### src/rtl/alu_share_scheduler.sv
`default_nettype none
// ============================================================================
// Module      : alu_share_scheduler
// Description : Time-shares one 4-bit ALU (8-function lab encoding) between
//               two requesters, each owning an 8-bit accumulator context.
//               A round-robin arbiter selects the owner. The op is latched at
//               issue, run for EXEC_CYCLES in EXEC, and written back in DONE
//               with a one-cycle registered ack to the owner.
// Ports       : clock            - single clock, all state on posedge
//               reset            - synchronous, active-high
//               req0/func0/data0 - requester 0 level request, function, operand A
//               req1/func1/data1 - requester 1 level request, function, operand A
//               ack0/ack1        - one-cycle completion pulses
//               result0/result1  - last result per requester (held until next ack)
//               acc0/acc1        - per-requester accumulators
//               grant            - one-hot ALU owner, 2'b00 when idle
//               busy             - high in EXEC or DONE
// Revision    : 1.0 - initial release
// ============================================================================
module alu_share_scheduler #(
  parameter int unsigned EXEC_CYCLES = 2,      // 1..15
  parameter logic [7:0]  ACC_RESET   = 8'h00
) (
  input  logic       clock,
  input  logic       reset,
  input  logic       req0,
  input  logic [2:0] func0,
  input  logic [3:0] data0,
  input  logic       req1,
  input  logic [2:0] func1,
  input  logic [3:0] data1,
  output logic       ack0,
  output logic       ack1,
  output logic [7:0] result0,
  output logic [7:0] result1,
  output logic [7:0] acc0,
  output logic [7:0] acc1,
  output logic [1:0] grant,
  output logic       busy
);

  typedef enum logic [1:0] {
    ST_IDLE = 2'd0,
    ST_EXEC = 2'd1,
    ST_DONE = 2'd2
  } state_t;

  // Counter is loaded with EXEC_CYCLES-1 so that EXEC lasts exactly EXEC_CYCLES.
  localparam logic [3:0] c_CNT_LOAD = 4'(EXEC_CYCLES - 1);

  state_t     r_state;
  state_t     w_state_next;

  logic [3:0] r_cnt;
  logic       r_owner;
  logic [2:0] r_func;
  logic [3:0] r_data;
  logic [7:0] r_res;
  logic [7:0] r_acc0;
  logic [7:0] r_acc1;
  logic [7:0] r_result0;
  logic [7:0] r_result1;
  logic       r_ack0;
  logic       r_ack1;
  logic [1:0] r_grant;
  logic       r_rr_last;

  logic       w_issue;
  logic       w_winner;
  logic [3:0] w_b;
  logic [7:0] w_alu_res;

  // --------------------------------------------------------------------------
  // Arbitration: a lone requester wins; on a tie the requester that was not
  // served last wins.
  // --------------------------------------------------------------------------
  always_comb begin
    w_issue  = req0 | req1;
    w_winner = 1'b0;
    if (req0 && req1) begin
      w_winner = ~r_rr_last;
    end else if (req1) begin
      w_winner = 1'b1;
    end
  end

  // --------------------------------------------------------------------------
  // FSM next-state
  // --------------------------------------------------------------------------
  always_comb begin
    w_state_next = r_state;
    case (r_state)
      ST_IDLE: if (w_issue) w_state_next = ST_EXEC;
      ST_EXEC: if (r_cnt == 4'd0) w_state_next = ST_DONE;
      ST_DONE: w_state_next = ST_IDLE;
      default: w_state_next = ST_IDLE;
    endcase
  end

  always_ff @(posedge clock) begin
    if (reset) begin
      r_state <= ST_IDLE;
    end else begin
      r_state <= w_state_next;
    end
  end

  // --------------------------------------------------------------------------
  // Shared ALU. Operand B always comes from the owner's accumulator.
  // --------------------------------------------------------------------------
  always_comb begin
    w_b       = r_owner ? r_acc1[3:0] : r_acc0[3:0];
    w_alu_res = 8'h00;
    case (r_func)
      3'b000:         w_alu_res = {3'b000, {1'b0, r_data} + 5'd1};
      3'b001, 3'b010: w_alu_res = {3'b000, {1'b0, r_data} + {1'b0, w_b}};
      3'b011:         w_alu_res = {r_data | w_b, r_data ^ w_b};
      3'b100:         w_alu_res = {7'b0, |(r_data | w_b)};
      // Shift amounts of 8 or more clear the whole byte.
      3'b101:         w_alu_res = r_data[3] ? 8'h00 : ({4'b0000, w_b} << r_data[2:0]);
      3'b110:         w_alu_res = {4'b0000, w_b >> r_data};
      3'b111:         w_alu_res = {4'b0000, r_data} * {4'b0000, w_b};
      default:        w_alu_res = 8'h00;
    endcase
  end

  // --------------------------------------------------------------------------
  // Datapath registers
  // --------------------------------------------------------------------------
  always_ff @(posedge clock) begin
    if (reset) begin
      r_cnt     <= 4'd0;
      r_owner   <= 1'b0;
      r_func    <= 3'b000;
      r_data    <= 4'h0;
      r_res     <= 8'h00;
      r_acc0    <= ACC_RESET;
      r_acc1    <= ACC_RESET;
      r_result0 <= 8'h00;
      r_result1 <= 8'h00;
      r_ack0    <= 1'b0;
      r_ack1    <= 1'b0;
      r_grant   <= 2'b00;
      r_rr_last <= 1'b1;
    end else begin
      r_ack0 <= 1'b0;
      r_ack1 <= 1'b0;
      case (r_state)
        ST_IDLE: begin
          if (w_issue) begin
            // Op is captured here; later changes on func/data are ignored.
            r_owner <= w_winner;
            r_func  <= w_winner ? func1 : func0;
            r_data  <= w_winner ? data1 : data0;
            r_grant <= w_winner ? 2'b10 : 2'b01;
            r_cnt   <= c_CNT_LOAD;
          end
        end
        ST_EXEC: begin
          if (r_cnt != 4'd0) begin
            r_cnt <= r_cnt - 4'd1;
          end else begin
            r_res <= w_alu_res;
          end
        end
        ST_DONE: begin
          if (r_owner) begin
            r_acc1    <= r_res;
            r_result1 <= r_res;
            r_ack1    <= 1'b1;
          end else begin
            r_acc0    <= r_res;
            r_result0 <= r_res;
            r_ack0    <= 1'b1;
          end
          r_rr_last <= r_owner;
          r_grant   <= 2'b00;
        end
        default: begin
        end
      endcase
    end
  end

  assign ack0    = r_ack0;
  assign ack1    = r_ack1;
  assign result0 = r_result0;
  assign result1 = r_result1;
  assign acc0    = r_acc0;
  assign acc1    = r_acc1;
  assign grant   = r_grant;
  assign busy    = (r_state == ST_EXEC) || (r_state == ST_DONE);

endmodule
`default_nettype wire

### config.mk
export PLATFORM = sky130hd
export DESIGN_NAME = alu_share_scheduler
export DESIGN_NICKNAME = d
export VERILOG_FILES = /design/src/rtl/alu_share_scheduler.sv
export SDC_FILE = /design/constraint.sdc
export NUM_CORES = 1
export LEC_CHECK = 0
export BUFFER_PORTS_ARGS = -buffer_cell sky130_fd_sc_hd__buf_4
export CORE_ASPECT_RATIO = 1.2
export CORE_MARGIN = 2
export CORE_UTILIZATION = 43
export DETAILED_ROUTE_END_ITERATION = 12
export PLACE_DENSITY = 0.74
export SLEW_MARGIN = 20
export SYNTH_ARGS = -nofsm -noshare
export SYNTH_HDL_FRONTEND = slang
export SYNTH_SLANG_ARGS = --single-unit
export TNS_END_PERCENT = 30
### constraint.sdc
create_clock -name clock -period 3.1 [get_ports clock]
set_input_delay 0.155 -clock clock [delete_from_list [all_inputs] [get_ports clock]]
set_output_delay 0.155 -clock clock [all_outputs]
set_load 0.02 [all_outputs]
**Word level (Yosys, flattened, before mapping)**

Index checks and enable logic that the tools add are counted.

- $add $sub $neg: 3
- $mul: 1
- Eq/ne operators: 12
- Shift-type cells: 2
- Mux-type cells: 18
- Bitwise logic cells: 7
- Reductions and logical operators: 18

Operators by type and width:

| kind | number |
|---|---|
| case mux 8 bit (7 select lines) | 1 |
| 2-to-1 mux 4 bit | 4 |
| == test 3 bit, second input constant | 4 |
| AND reduction 2 bit | 6 |
| multiplier 4 x 4 -> 8 bit | 1 |
| 2-to-1 mux 2 bit | 4 |
| 2-to-1 mux 8 bit | 1 |
| case mux 2 bit (2 select lines) | 2 |
| case mux 4 bit (2 select lines) | 1 |
| << shifter 4 x 3 -> 8 bit | 1 |
| == test 3 x 2 -> 1 bit, second input constant | 2 |
| != test 2 bit, second input constant | 3 |
| adder 4 x 1 -> 5 bit, second input constant | 1 |
| adder 4 x 4 -> 5 bit | 1 |
| zero test 4 bit | 1 |
| 2-to-1 mux 1 bit | 4 |
| NOT 1 bit | 4 |
| bitwise OR 4 bit | 1 |
| nonzero test 2 bit | 2 |
| nonzero test 4 bit | 1 |
| OR reduction 2 bit | 2 |
| OR reduction 4 bit | 1 |
| right shift 4 x 4 -> 4 bit | 1 |
| subtractor 4 x 1 -> 4 bit, second input constant | 1 |
| 11 further kinds | 11 |

- Bits in registers: 43
- Input port bits: 18
- Output and inout port bits: 37
- Word-level logic and storage cells: 73

**Depth between registers and ports, before layout**

- Depth in word-level cells: 5
- Mapped depth: 14
- Gate-level depth less buffers: 13

**Worst setup path before layout**

OpenSTA, ideal clock, no wires.

- Path kind: flip-flop to flip-flop
- Start point: reg result1[2] (netlist name)
- End point: reg r_res[7]
- Setup time: 60 ps
- Data arrival time: 3402 ps
- Required time: 3040 ps
- Path slack: -362 ps
- Stages on the path, launching flop included: 12
- Path buffers: 0
- Clock period less this slack: 3462 ps
- Cell sequence: dfxtp_1 > mux2i_1 > nand2b_1 > fa_1 > inv_1 > fa_1 > ha_1 > a211oi_2 > nor3b_1 > or4b_1 > a31oi_1 > o221a_1

RTL lines:

| item | RTL line | text |
|---|---|---|
| end signal, assigned | 163 | `r_res <= w_alu_res;` |
| end, declared | 58 | `logic [7:0] r_res;` |

**Worst setup path after layout**

- Start point: reg r_owner
- End point: reg r_res[7]

- Cells in the longest elaborated chain, start to end: 4
- Elaborated cells on any way between the ends: 6
- Classes of those cells: 1 x mul; 1 x shift; 3 x mux; 1 x bitwise

Ends and longest elaborated chain:

| item | RTL line | text |
|---|---|---|
| start, declared | 55 | `logic r_owner;` |
| start signal, assigned | 152 | `r_owner <= w_winner;` |
| 2-to-1 mux 4 bit (*) | 112 | `w_b = r_owner ? r_acc1[3:0] : r_acc0[3:0];` |
| parallel branches: the longest is 2 deep, another holds multiplier 4 x 4 -> 8 bit | n/a |  |
| case mux 8 bit (7 select lines) (*) | 114 | `case (r_func)` |

Every way passes the cells marked *.
A chain may end at the register's enable or synchronous reset.

==> run metrics <==
outcome=finished with violations; failing checks=negative setup slack; hold_buf cts=0; Netlist cell types=56; Clock transition at path regs=100 ps; worst IR drop on VDD=0.583 mV; P_leak=about 1.7 nW; Via-to-Cell Ratio=5.51; Cell Pwr Density=591 mW/mm^2; fin crit period=3330 ps; kind of critical path=flip-flop to flip-flop; HP Class=primary input to flip-flop; # nets final=about 500; Routed WL=8570 um; layout cells sized above 1=0.276; I/O pin cnt=55; synthesis-stage register bit count=43; Clock Latency Late Sink=around 300 ps; largest net degree at the start of global routing=39; Critical Path RT=between 3000 and 4000 ps; Synth async-reset ratio=0; synth top area cells=dfxtp_1 27%, ha_1 13%, nand2_1 6.3%; hpwl dp=6670 um; Max Root-Sink Buffers=2; Slew @ Worst Pin=843 ps; startpoint types=flip-flop; core footprint=0.00723 mm^2; top-area cell type share of the netlist area=0.269; Core Rows=34; hold depth=3; Arrival @ worst endpoint=~3600 ps; EDFF count, synth=0; total track usage=0.220; final hold vios=0; post-route clock period utilization=1.08; Max transition margin=0.437; drt pass-1 iters=4; Final Worst Setup Slack=-233 ps; final setup violation count=5; hold path start=req0; initial antenna violation count=0; Initial Utilization=0.442; Layout Skew=18.4 ps; WL/cell=15.9 um; diode count=0; DR top layer=met4; met3 routed WL=456 um; CTS tree=yes; top cell type by total area after synthesis=dfxtp_1; die width=82.7 um; post-route ant nets=0; Net Count, Synth=449; Synth Cell Area=about 0.0032 mm^2; vias in the first global route=2884; RD Place Congestion=between 0.9 and 1; fill cell count=688; crit end category=flip-flop; Critical R2R Launch=r_owner; first-pass GRT wire length=approximately 14000 um; Min-Delay Endpoint=grant[0]; Die ar.=0.00815 mm^2; H-tree depth=2; Mean Syn Cell Area=8.12 um^2; sequential area share after synthesis=0.269; met2 wire len=4190 um; RSZ-0062 raised after global routing=true; Residual DRC=0; Critical R2R Capture=r_res[7]; TNS Setup=-883 ps; via count=2968; clock sinks=43; final hold slack=206 ps; maxcap violations=0; clk root buf=clkbuf_8; Max Clk Rate=0.300 GHz; wl on met1=3750 um; TritonCTS Buffers=5; port bufs=54; Layout area overhead=22.2%; Design Power=2.31 mW; commonest cells after routing, fill and taps aside=83 x buf_4, 52 x nand2_1, 42 x nor2_1, 37 x dfxtp_1, 32 x a21oi_1; DR iter-0 viols=roughly 190; worst reg-to-reg path cell count=12; Synth Flop Type=dfxtp_1; Synth warnings=0; most common cell after layout, fill and taps aside=buf_4; die height=98.5 um; Slew Limit Fails=0; total congestion overflow=0; Mapped Cells=about 390; flop2flop setup slack=-230 ps; worst-path maximum fanout=5
where the power goes:
group	internal, mW	total, mW	switching (mW)	leakage [nW]
clock	0.159	0.350	0.192	0.0422
combinational	0.464	1.18	0.712	1.31
sequential	0.661	0.783	0.122	0.354
total	1.28	2.31	1.03	1.70
registers in the layout, summed over array words and instances (netlist names):
signal,count
r_owner,1
result1,8
r_func,3
ack0,1
result0,8
grant,2
r_rr_last,1
ack1,1
r_data,4
r_state,2
r_res,8
r_cnt,4
logic make-up after synthesis:
family                     share of synthesized area
and+or+nand+nor                                0.202
AOI/OAI and AO/OA                              0.183
buffers and inverters                         0.0951
DFF                                            0.269
adders and majority gates                      0.156
muxes                                         0.0810
xor gates and xnor gates                      0.0137
per-stage QoR:
stage | utilization | instance area (um^2) | setup WS (ps) | instances
final | 0.540 | 3910 | -233 | 539
after global routing | 0.540 | 3910 | -382 | 539
after CTS | 0.534 | 3860 | -223 | 537
after detailed placement | 0.519 | 3750 | -232 | 529
after global placement | 0.519 | 3750 | -148 | 529
after floorplan | - | 3240 | -157 | 394
worst max-delay path, cell delays in order, from the launching register on:
cell and delay, ps:
dfxtp_4 390, mux2i_2 170, inv_2 70, nand2_2 60, fa_1 550, inv_2 40
fa_2 600, ha_4 210, a211oi_4 250, nor3b_2 80, or4b_1 470, a31oi_1 200
o221a_1 190
worst max-delay path by stage:
stage,to,depth (start not counted),from,slack [ps]
floorplan,r_res[7],13,r_owner,-160
detailed placement,r_res[7],11,r_owner,-230
global placement,r_res[6],12,r_owner,-150
CTS,r_res[7],12,r_owner,-220
finish,r_res[7],12,r_owner,-230
global route,r_res[7],12,r_owner,-380
synth_stat cells (all sizes together) (2+ instances only):
cell and instances:
nand2 54, dfxtp 43, nor2 43, a21oi 32
ha 32, buf 25, inv 22, mux2i 15
o21ai 14, clkbuf 12, a211oi 11, nand3 9
nand2b 7, nor3 6, fa 5, nor2b 5
xor2 5, a221oi 4, a31oi 4, and2 4
mux4 4, nand4 3, nor3b 3, o31ai 3
a21o 2, a32oi 2, o2111a 2, o211ai 2
o22ai 2
metal layers:
layer	vias to the layer above	global-route usage
li1	1468	-
met4	0	0.0580
met5	-	0
met1	1385	0.289
met3	15	0.0403
met2	100	0.369
layout make-up:
class / instances / area (um^2) / area share
multi-input cells: 292 / 2130 / 0.544
flip-flops and latches: 43 / 871 / 0.223
repair buffers: 84 / 634 / 0.162
well taps: 90 / 113 / 0.0288
inverters: 22 / 82.6 / 0.0211
clock buffers: 7 / 76.3 / 0.0195
clock inverters: 1 / 5.00 / 0.00128
timing repair:
item	4_1_cts	5_1_grt
resized for setup	6	7
setup buffers	0	2
endpoints found under the setup margin	5	5
pin swaps	0	9
No activity file was read; power rests on OpenSTA's default activity.
